$ cat src/rtl/abc_tx.sv
// Two-lane LSB-first serial transmitter: accepts a word pair over valid/ready,
// shifts it out on data1/data2 framed by `frame`, then idles GAP_CYCLES cycles.
module abc_tx #(
   parameter int WIDTH      = 8,
   parameter int GAP_CYCLES = 2
) (
   input  logic             clock,
   input  logic             reset,
   input  logic             in_valid,
   output logic             in_ready,
   input  logic [WIDTH-1:0] in_data1,
   input  logic [WIDTH-1:0] in_data2,
   output logic             data1,
   output logic             data2,
   output logic             frame,
   output logic             done
);

   localparam int            CW       = $clog2(WIDTH);
   localparam logic [CW-1:0] CNT_LAST = CW'(WIDTH - 1);
   localparam logic [3:0]    GAP_LAST = 4'(GAP_CYCLES > 0 ? GAP_CYCLES - 1 : 0);

   typedef enum logic [1:0] {IDLE, SHIFT, GAP} state_t;

   state_t           state;
   logic [CW-1:0]    cnt;
   logic [3:0]       gap_cnt;
   logic [WIDTH-1:0] sh1;
   logic [WIDTH-1:0] sh2;
   logic             last;
   logic             accept;

   // in_ready depends only on state/counter so upstream can never form a loop through it.
   assign last     = (state == SHIFT) && (cnt == CNT_LAST);
   assign in_ready = (state == IDLE) || (last && GAP_CYCLES == 0);
   assign done     = last;
   assign accept   = in_valid && in_ready;

   // NOTE: sequential state uses non-blocking assignments only, so every register
   // samples the pre-edge values and the order of statements does not matter.
   always_ff @(posedge clock or negedge reset) begin
      if (!reset) begin
         state   <= IDLE;
         cnt     <= '0;
         gap_cnt <= '0;
         sh1     <= '0;
         sh2     <= '0;
         data1   <= 1'b0;
         data2   <= 1'b0;
         frame   <= 1'b0;
      end else if (accept) begin
         // Bit 0 goes straight to the lines; the shifters hold the remaining bits.
         sh1   <= in_data1 >> 1;
         sh2   <= in_data2 >> 1;
         data1 <= in_data1[0];
         data2 <= in_data2[0];
         frame <= 1'b1;
         cnt   <= '0;
         state <= SHIFT;
      end else begin
         unique case (state)
            IDLE: begin
               data1 <= 1'b0;
               data2 <= 1'b0;
               frame <= 1'b0;
            end
            SHIFT: begin
               if (cnt != CNT_LAST) begin
                  cnt   <= cnt + 1'b1;
                  data1 <= sh1[0];
                  data2 <= sh2[0];
                  sh1   <= sh1 >> 1;
                  sh2   <= sh2 >> 1;
               end else begin
                  data1 <= 1'b0;
                  data2 <= 1'b0;
                  frame <= 1'b0;
                  if (GAP_CYCLES > 0) begin
                     state   <= GAP;
                     gap_cnt <= '0;
                  end else begin
                     state <= IDLE;
                  end
               end
            end
            GAP: begin
               gap_cnt <= gap_cnt + 1'b1;
               if (gap_cnt == GAP_LAST) state <= IDLE;
            end
            default: state <= IDLE;
         endcase
      end
   end

endmodule
$ cat config.mk
export PLATFORM = sky130hd
export DESIGN_NAME = abc_tx
export DESIGN_NICKNAME = d
export VERILOG_FILES = /design/src/rtl/abc_tx.sv
export SDC_FILE = /design/constraint.sdc
export NUM_CORES = 1
export LEC_CHECK = 0
export CORE_AREA = 5 5 59 66
export DETAILED_ROUTE_END_ITERATION = 6
export DIE_AREA = 0 0 64 71
export PLACE_DENSITY = 0.75
export SLEW_MARGIN = 10
export SYNTH_ARGS = -nofsm -noshare
export SYNTH_HDL_FRONTEND = slang
export SYNTH_SLANG_ARGS = --single-unit
$ cat constraint.sdc
create_clock -name clock -period 4.7 [get_ports clock]
set_clock_uncertainty 0.2 [all_clocks]
set_input_delay 0.705 -clock clock [delete_from_list [all_inputs] [get_ports clock]]
set_output_delay 0.705 -clock clock [all_outputs]
set_load 0.02 [all_outputs]
==> reports/qor.yml <==
worst_setup_path:
  critPathMaxFanout: 7
  critPathLaunchType: "register"
  path_cells: "inv_1 > ha_1 > and2_2 > clkdlybuf4s50_1"
  critPathBufInv: 2
  r2r_end: "gap_cnt[3]"
  end_kind: "output pin"
  rr_worst_depth: 5
  worst_ep_required_time_ns: 3.80
  cp_slowest_cell: "clkdlybuf4s50_1"
  critPathMaxStageDelay_ns: 0.59
  r2r-start: "state[1]"
  cp.arrival_ns: 1.94
  ff2ff_setup_slack_ns: 2.30
  worstSetupPathType: "register to output pin"
  cpLargestDelayFamily: "buffers and inverters"
global_routing:
  grt_pass1_vias: 1165
  grt_pass1_wl_mm: 4.97
  grt_max_degree: 31
  grt_usage_pct: 13.3
  grt_overflow_total: 0
  antenna_found_initial: 0
clock_tree:
  insertion_delay_ns: 0.32
  clk_pin_slew_ns: 0.13
  cts_tree: "done"
  cts-hold-fix-buffers: 0
  cts_resized: 0
  cts_buffers: 3
  postCtsSetupRepairBufs: 0
  h-tree-depth: 1
  cts_buffer_depth: 2
  root_buffer: "clkbuf_4"
  cts.sinks: 26
drt:
  first_pass_iters: 5
  num_vias: 1069
  detail_route.wl_per_cell_um: 13.9
  routed_wl_mm: 2.78
  postRouteAntennaNets: 0
  drc_errors: 0
  drt_iter0_drc: 71
  via_per_inst: 5.32
sta:
  finalSetupViolations: 0
  min_period_over_period_pct: 60.5
  layout_min_cycle_time_ns: 2.84
  slew-limit-headroom_pct: 41.3
  finalSetupTns_ns: 0
  rsz0062_at_grt: "no"
  holdWs_ns: 0.160
  final_max_slew_viol_count: 0
  max_freq_ghz: 0.352
  worstMarginPinSlew_ns: 0.878
  final_hold_viol_count: 0
power_and_ir_drop:
  power_w: 0.000884
  max-vdd-ir-drop_v: 0.000298
  p_leak_nw: 0.733
  power.density_nw_per_um2: 546
layout:
  final_cells: 201
  syn2layout_area_growth_pct: 18.3
  diodes: 0
  seqCellArea_um2: 651
  multi_input_area_um2: 641
  fillers: 314
  finalNetCount: 194
  layout-drive-gt1-share_pct: 5.45
placed_design:
  port_buffers: 23
  dp.cells: 197
  place_congestion: 0.745
  dp_hpwl_mm: 2.01
logic_synthesis:
  async_flop_share_pct: 100
  syn_area_um2: 1370
  syn-num-nets: 173
  ys_warn_count: 0
  avgSynthCellArea_um2: 9.45
  seq_area_frac_synth_pct: 47.5
  ys_ff_latch: 26
  netlist_instances: 145
  synth_cell_types: 31
  synth_edf_count: 0
  yosys_most_used_dff: "dfrtp_1"
floorplan:
  start_util_pct: 42.5
  die_h_um: 71
  fp-row-count: 22
  die-area_um2: 4540
  top_level_ports: 24
  core_area_um2: 3220
  die_w_um: 64
worst_hold_path:
  hp-class: "primary input to async pin"
status:
  status: "finished clean"
job:
  maxCapViolations: 0
[where the power goes]
group / leakage [nW] / switching (W) / internal [W]
Clock: 0.0210 / 0.0000643 / 0.0000474
Sequential: 0.325 / 0.0000518 / 0.000313
Combinational: 0.388 / 0.000235 / 0.000173
Total: 0.733 / 0.000351 / 0.000533
[synth_stat cells (2+ instances only)]
master    number  area share, %
inv_1          6            1.6
a22o_1         3            1.9
o211ai_1       2            1.1
nor2_1        15            4.1
o21ai_0        4            1.5
a21oi_1        2           0.73
mux2i_1        2            1.5
nand2_1       31            8.5
ha_1           9            8.2
buf_2          5            1.8
a31oi_1       15            6.8
nand2b_1       5            2.3
and3_1         3            1.4
dfrtp_1       26             47
[sequential cells by signal, summed over array words and instances (netlist names)]
name	cells
sh2	7
data1	1
sh1	7
data2	1
frame	1
state	2
gap_cnt	4
cnt	3
[through the flow]
stage                     setup WS, ns  util [%]  area [um2]
after floorplan                   2.82         -        1370
after global placement            1.99      49.3        1590
after detailed placement          1.95      49.3        1590
after CTS                         1.85      50.5        1630
after global routing              1.77      50.3        1620
final                             1.86      50.3        1620
[metal layers]
metal / share of wire (%) / GRT usage (%)
met5: 0 / 0
met4: 1.4 / 5.08
met3: 6.4 / 3.33
met2: 47 / 22.1
met1: 46 / 16.3
[cell families after synthesis]
| group | count (synthesis) | share of synthesized area [%] |
|---|---|---|
| compound gates | 30 | 14.6 |
| xor+xnor | 1 | 0.639 |
| fa+ha+maj | 9 | 8.22 |
| buf+inv | 13 | 5.75 |
| flops | 26 | 47.5 |
| mux | 3 | 2.28 |
| simple gates | 63 | 21.0 |
[final cells by class]
type                       instances  area share [%]
clock buffer                       4            2.24
tap                               36            2.78
timing repair buffer              23            13.9
sequential                        26            40.2
inverter                           6            1.39
multi-input combinational        106            39.5
[layout by cell type, fill, tap and decap left out, types with 2 or more instances in the layout]
cell type        instances
inv_1                    6
nand2_1                 31
ha_1                     9
dfrtp_1                 26
clkdlybuf4s50_1         22
mux2i_1                  2
a31oi_1                 15
o21ai_0                  4
o211ai_1                 2
a21oi_1                  2
a22o_1                   3
and3_1                   3
nand2b_1                 5
clkbuf_4                 3
nor2_1                  15
[how the worst max path moves through the flow]
stage | startpoint | end | slack [ns] | depth (start not counted)
floorplan | cnt[0] | done | 2.82 | 3
global placement | in_valid | gap_cnt[3] | 1.99 | 4
detailed placement | in_valid | gap_cnt[3] | 1.95 | 4
CTS | state[1] | done | 1.85 | 4
global route | state[1] | done | 1.77 | 4
finish | state[1] | done | 1.86 | 4
No activity file was read; power rests on OpenSTA's default activity.
